File: src/rtl/alu_regs_seq.sv
// Micro-sequencer that walks a register-file/ALU datapath through read, execute
// and write-back phases for one MIPS R-type instruction at a time.
module alu_regs_seq #(
    parameter int X_LEN            = 32,
    parameter bit WB_ZERO_SUPPRESS = 1'b1
) (
    input  logic             clk,
    input  logic             rst,
    input  logic [X_LEN-1:0] inst,
    input  logic             inst_valid,
    output logic             inst_ready,
    input  logic [3:0]       FR,
    output logic [4:0]       R_Addr_A,
    output logic [4:0]       R_Addr_B,
    output logic [4:0]       W_Addr,
    output logic [3:0]       ALU_OP,
    output logic             en_RR,
    output logic             en_F,
    output logic             en_WB,
    output logic             Reg_Write,
    output logic             done,
    output logic [3:0]       flags_out,
    output logic             illegal
);

    typedef enum logic [2:0] {
        S_IDLE = 3'd0,
        S_RR   = 3'd1,
        S_EX   = 3'd2,
        S_WB   = 3'd3,
        S_DONE = 3'd4
    } state_t;

    state_t     state_q, state_d;
    logic [4:0] ra_q, ra_d;
    logic [4:0] rb_q, rb_d;
    logic [4:0] wa_q, wa_d;
    logic [3:0] op_q, op_d;
    logic [3:0] flags_q, flags_d;
    logic       ill_q, ill_d;

    logic       dec_legal;
    logic [3:0] dec_op;
    logic       accept;

    // Combinational decode of the offered word; only consumed on a handshake.
    always_comb begin
        dec_legal = 1'b1;
        dec_op    = 4'b0000;
        case (inst[5:0])
            6'h24:   dec_op = 4'b0000;
            6'h25:   dec_op = 4'b0001;
            6'h26:   dec_op = 4'b0010;
            6'h27:   dec_op = 4'b0011;
            6'h20:   dec_op = 4'b0100;
            6'h22:   dec_op = 4'b0101;
            6'h2B:   dec_op = 4'b0110;
            6'h04:   dec_op = 4'b0111;
            default: dec_legal = 1'b0;
        endcase
        if (inst[31:26] != 6'd0 || inst[10:6] != 5'd0) begin
            dec_legal = 1'b0;
        end
        if (!dec_legal) begin
            dec_op = 4'b0000;
        end
    end

    assign accept = inst_valid && (state_q == S_IDLE);

    always_comb begin
        state_d = state_q;
        ra_d    = ra_q;
        rb_d    = rb_q;
        wa_d    = wa_q;
        op_d    = op_q;
        flags_d = flags_q;
        ill_d   = ill_q;
        case (state_q)
            S_IDLE: begin
                if (accept) begin
                    ra_d    = inst[25:21];
                    rb_d    = inst[20:16];
                    wa_d    = inst[15:11];
                    op_d    = dec_op;
                    ill_d   = !dec_legal;
                    // Illegal words skip every datapath phase.
                    state_d = dec_legal ? S_RR : S_DONE;
                end
            end
            S_RR:   state_d = S_EX;
            S_EX:   state_d = S_WB;
            S_WB: begin
                flags_d = FR;
                state_d = S_DONE;
            end
            S_DONE: state_d = S_IDLE;
            default: state_d = S_IDLE;
        endcase
    end

    always_ff @(posedge clk or posedge rst) begin
        if (rst) begin
            state_q <= S_IDLE;
            ra_q    <= 5'd0;
            rb_q    <= 5'd0;
            wa_q    <= 5'd0;
            op_q    <= 4'd0;
            flags_q <= 4'd0;
            ill_q   <= 1'b0;
        end else begin
            state_q <= state_d;
            ra_q    <= ra_d;
            rb_q    <= rb_d;
            wa_q    <= wa_d;
            op_q    <= op_d;
            flags_q <= flags_d;
            ill_q   <= ill_d;
        end
    end

    // Strobes decode straight from state so an async reset kills them at once.
    assign inst_ready = (state_q == S_IDLE);
    assign en_RR      = (state_q == S_RR);
    assign en_F       = (state_q == S_EX);
    assign en_WB      = (state_q == S_WB);
    assign Reg_Write  = en_WB && !(WB_ZERO_SUPPRESS && (wa_q == 5'd0));
    assign done       = (state_q == S_DONE);
    assign illegal    = done && ill_q;

    assign R_Addr_A   = ra_q;
    assign R_Addr_B   = rb_q;
    assign W_Addr     = wa_q;
    assign ALU_OP     = op_q;
    assign flags_out  = flags_q;

endmodule

File: config.mk
export PLATFORM = sky130hd
export DESIGN_NAME = alu_regs_seq
export DESIGN_NICKNAME = d
export VERILOG_FILES = /design/src/rtl/alu_regs_seq.sv
export SDC_FILE = /design/constraint.sdc
export NUM_CORES = 1
export LEC_CHECK = 0
export CORE_MARGIN = 5
export CORE_UTILIZATION = 37
export CTS_CLUSTER_SIZE = 14
export DETAILED_ROUTE_END_ITERATION = 16
export GPL_ROUTABILITY_DRIVEN = 0
export PLACE_DENSITY_LB_ADDON = 0.15
export SETUP_SLACK_MARGIN = 0.4
export SYNTH_ARGS = -nofsm -noshare
export SYNTH_HDL_FRONTEND = slang
export SYNTH_SLANG_ARGS = --single-unit
File: constraint.sdc
create_clock -name clk -period 1.55 [get_ports clk]
set_input_delay 0.31 -clock clk [delete_from_list [all_inputs] [get_ports clk]]
set_output_delay 0.31 -clock clk [all_outputs]
set_load 0.01 [all_outputs]
# Yosys cells after proc, flatten, opt, wreduce, memory -nomap -nowiden

Cells that the tools add are included.

Divide/modulo/power cells: 0
Multiply operators: 0
Multiplexer cells: 7
Bitwise gates (word level): 0
Shift operators: 0
Reductions and logical operators: 12
Add/subtract/negate cells: 0
Eq/ne operators: 13
Magnitude comparators: 0

Operators with widths:

| cell                                                   | number |
|---|---|
| equality test 6 bit (second input constant)            | 7 |
| one-hot mux 3 bit (7 select lines)                     | 1 |
| one-hot mux 3 bit (4 select lines)                     | 1 |
| OR reduction 8 bit                                     | 1 |
| equality test 3 x 2 -> 1 bit (second input constant)   | 2 |
| equality test 6 x 3 -> 1 bit (second input constant)   | 1 |
| 2-to-1 mux 3 bit                                       | 2 |
| nonzero test 6 bit                                     | 1 |
| zero test 5 bit                                        | 1 |
| nonzero test 5 bit                                     | 1 |
| 2-to-1 mux 4 bit                                       | 1 |
| equality test 3 x 1 -> 1 bit (second input constant)   | 1 |
| equality test 3 bit (second input constant)            | 1 |
| logical AND 1 bit                                      | 3 |
| zero test 3 bit                                        | 1 |
| zero test 1 bit                                        | 2 |
| 2-to-1 mux 1 bit                                       | 2 |
| inequality test 2 x 1 -> 1 bit (second input constant) | 1 |
| AND reduction 2 bit                                    | 1 |
| logical OR 1 bit                                       | 1 |

Input port bits: 39
Bits in read-only memories: 0
Output and inout bits: 30
Register bits: 27
Memories kept: 0
Latch bits: 0
RAM bits: 0

# Depth between registers and ports, before layout

Depth after elaboration: 7
Depth in mapped cells: 6
Depth with buffers taken out: 4

# Least setup slack after synthesis

No wires, ideal clock.

Path type: reg2reg
Start point: register state_q[1]
End point: register ra_q[0], in the netlist R_Addr_A[0]
Cell stages (with the launch flop): 6
Data required time: 1.425 ns
Buffers on the path: 2
Setup slack: 0.028 ns
Arrival: 1.397 ns
Library setup time: 0.125 ns
Cells stage by stage: dfrtp_1 -> buf_2 -> nor3_2 -> nand2_1 -> buf_2 -> mux2_2

Longest elaborated chain between the ends: 3

Ends and longest elaborated chain:

| what                                   | RTL line | source |
|---|---|---|
| start: declaration                     | 34       | `state_t state_q, state_d;` |
| start signal: assignment               | 112      | `state_q <= state_d;` |
| zero test 3 bit *                      | n/a      |  |
| net inst_ready                         | 11       | `output logic inst_ready,` |
| logical AND 1 bit                      | 69       | `assign accept = inst_valid && (state_q == S_IDLE);` |
| AND reduction 2 bit (no source line) * | n/a      |  |
| end signal: assignment                 | 113      | `ra_q <= ra_d;` |
| end: declaration                       | 35       | `logic [4:0] ra_q, ra_d;` |

The timed path passes the listed nets; every way through them passes the cells marked *.
A chain may end at the register's enable or synchronous reset.

# Worst setup path after layout

Start point: register state_q[2]
End point: output port illegal

Longest elaborated chain between the ends: 2

Ends and longest elaborated chain:

| what                | RTL line | source |
|---|---|---|
| equality test 3 bit | 128      | `assign done = (state_q == S_DONE);` |
| logical AND 1 bit   | 129      | `assign illegal = done && ill_q;` |
| end: declaration    | 23       | `output logic illegal` |

No other way between the ends.

==> results <==
sequential cells by signal (all words and copies together), names as in the netlist:
signal,cells
R_Addr_A,5
R_Addr_B,5
W_Addr,5
flags_out,4
ALU_OP,3
state_q,3
ill_q,1
routing by layer:
layer  global-route usage [%]  vias up
li1                         -      557
met1                     18.0      549
met2                     31.4       39
met3                     5.40        4
met4                     4.81        0
met5                        0        -
final timing paths:
kind,endpoint,slack (ns),cells after the start
max,illegal,-0.09,4
min,W_Addr[0],0.27,3
max reg2reg,R_Addr_A[1],-0.05,6
min reg2reg,flags_out[1],0.49,2
max in group asynchronous,flags_out[2],1.10,3
min in group clk,ALU_OP[1],0.44,5
layout make-up:
cell class | instances | area (um^2)
inverter | 4 | 15.0
clock inverter | 1 | 30.0
timing repair buffer | 97 | 861
multi-input combinational | 69 | 589
sequential | 26 | 654
fill | 255 | 851
clock buffer | 3 | 22.5
tap | 44 | 55.1
stage by stage:
step	worst slack, ns	utilization [%]	std cells
finish	-0.0855	72.4	244
global route	-0.162	72.4	244
CTS	-0.106	69.7	240
detailed placement	-0.423	68.1	229
global placement	-0.362	68.1	229
floorplan	0.149	-	104
timing repair:
item,CTS,global route
resized for setup,173,11
gates cloned,2,0
pin swaps,8,2
hold endpoints to repair,0,0
setup endpoints to repair,52,53
buffers inserted,5,4
placed cells by master (no fill, tap or decap), types with 2 or more instances in the layout:
cell	n
inv_1	3
nor3b_1	2
buf_6	15
dfrtp_2	3
clkbuf_4	3
bufbuf_16	2
nand3_1	2
buf_12	2
nand2_1	13
clkdlybuf4s50_1	21
dlygate4sd2_1	5
nor3_1	2
buf_2	27
o31ai_2	2
nor4_1	3
nor2_1	3
mux2_2	16
buf_4	21
dfrtp_1	23
clkdlybuf4s15_1	4
nand2_2	3
kinds of logic after synthesis:
kind of cell | Yosys count
buf+inv | 9
flops | 26
compound gates | 13
other cells | 1
xor+xnor | 1
mux | 17
simple gates | 37
critical path: cells and delay by family (launching register included):
family                 cells  cell delay [ns]
buffers and inverters      2             0.29
DFF                        1             0.42
and+or+nand+nor            2             0.30
power by group through the flow:
stage | clock network (mW) | registers [mW] | logic, mW
final | 0.465 | 1.15 | 2.06
after global routing | 0.509 | 1.20 | 2.20
after CTS | 0.481 | 1.14 | 1.94
after detailed placement | 0 | 1.15 | 1.86
after global placement | 0 | 1.14 | 1.82
after floorplan | 0 | 1.25 | 0.700
==> impl_metrics.csv <==
group,metric,value,unit
run_status,status,"complete, but fails checks",
run_status,violations,"setup timing",
synthesis,synth_edf_count,0,
routing,m1WireLength,1390,um
routing,routed.top_layer,"met4",
final_layout,diodes,0,
setup_path,startpoint,"state_q[2]",
power_and_ir_drop,p_sw_share,32.1,%
routing,wl_per_cell,14.6,um
final_layout,nets,240,
placed_design,hpwl,2710,um
floorplanning,die_area,4480,um^2
sta,finalSetupViolCount,11,
routing,route.met3.wl,230,um
global_routing,antenna_found_initial,0,
final_layout,fin_area,2230,um^2
sta,hold_viol_final,0,
sta,timing.final.crit_share,106,%
synthesis,synth_top_family_by_area,"multiplexers",
setup_path,cpPeakStageDelay,0.42,ns
cts,htree_levels,1,
routing,num_vias,1149,
sta,period_needed,1.64,ns
placed_design,io_buffer_count,67,
sta,fmax,0.611,GHz
power_and_ir_drop,p_clk_share,12.6,%
routing,drt_iter0_drc,30,
setup_path,critPathArrivalTime,1.33,ns
placed_design,placed_cell_area,2100,um^2
power_and_ir_drop,p_total,3.68,mW
routing,via_per_inst,4.71,
hold_path,hp-class,"input port to asynchronous set/reset pin",
floorplanning,die_width,66.9,um
global_routing,grt-ovfl-total,0,
synthesis,synth-async-reset-ratio,100,%
setup_path,r2r-start,"state_q[2]",
power_and_ir_drop,p_leak,1.05,nW
synthesis,synth.most_common_cell,"dfrtp_1",
sta,setup_ws,-0.0855,ns
cts,clk_pin_slew,0.14,ns
setup_path,cp.required,1.24,ns
setup_path,worstPathCellList,"buf_4 -> nor3b_2 -> and2_1 -> buf_2",
sta,finalMaxSlewViolations,0,
synthesis,yosysSeqAreaShare,54.2,%
cts,clock_latency,0.32,ns
power_and_ir_drop,pwr-share-comb,56.0,%
power_and_ir_drop,power_frac_seq,31.4,%
synthesis,synth_top_area_share,54.2,%
floorplanning,core,3080,um^2
synthesis,yosysUniqueCellTypes,29,
sta,hold_ws,0.270,ns
cts,cts_buffers,3,
synthesis,synth_cells,104,
synthesis,synth_mux_area_share,15.8,%
cts,cts_root_buf,"clkbuf_4",
floorplanning,start_util,39.0,%
setup_path,crit_slowest_cell,"dfrtp_2",
setup_path,critPathCaptureType,"output port",
cts,cts_buffer_depth,2,
synthesis,synthFlopType,"dfrtp_1",
run,maxCapViolCount,0,
synthesis,synth_xor_area_share,0.730,%
synthesis,synth_common_cells,"dfrtp_1 (26), nand2_1 (17), mux2_2 (16)",
global_routing,grt_max_degree,16,
global_routing,grt_util_all_layers,16.9,%
power_and_ir_drop,p_int,2.50,mW
sta,rsz0062_at_grt,"yes",
synthesis,syn-num-nets,143,
synthesis,syn_area_per_cell,11.5,um^2
power_and_ir_drop,p_switching,1.18,mW
global_routing,grt_pass1_vias,1207,
cts,clock_sinks,26,
synthesis,synthAdderAreaFrac,0,%
synthesis,synth-seq-cells,26,
synthesis,yosys_warnings,0,
synthesis,synth_compound_area_share,9.59,%
setup_path,cp_max_fo,6,
synthesis,yosysTopAreaCell,"dfrtp_1",
routing,drc,0,
power_and_ir_drop,p_per_area,1650,nW/um^2
global_routing,grt_pass1_wl,5650,um
final_layout,syn2layout_area_growth,85.6,%
setup_path,crit_type,"register to output port",
setup_path,cp-start-kind,"register",
synthesis,synth_area,1200,um^2
sta,timing.setup.tns,-0.513,ns
sta,fin_skew,0.00737,ns
synthesis,synthSimpleGateAreaFrac,15.7,%
routing,wl,3550,um
routing,ant_nets,0,
routing,wl_met2,1910,um
floorplanning,die_y,66.9,um
floorplanning,ios,69,
synthesis,yosys-top-cells-area,"dfrtp_1 (54%), mux2_2 (15%), nand2_1 (5.3%), a2111oi_4 (2.3%), nor4_1 (2.1%)",
routing,first_pass_iters,3,
power_and_ir_drop,peakVddDrop,0.982,mV
final_layout,final_layout_size_suffix_gt1_share,53.0,%
cts,postCtsHoldBufs,0,
cts,cts_tree,"yes",
floorplanning,std_cell_rows,20,
Power figures use the tool's default switching activity.
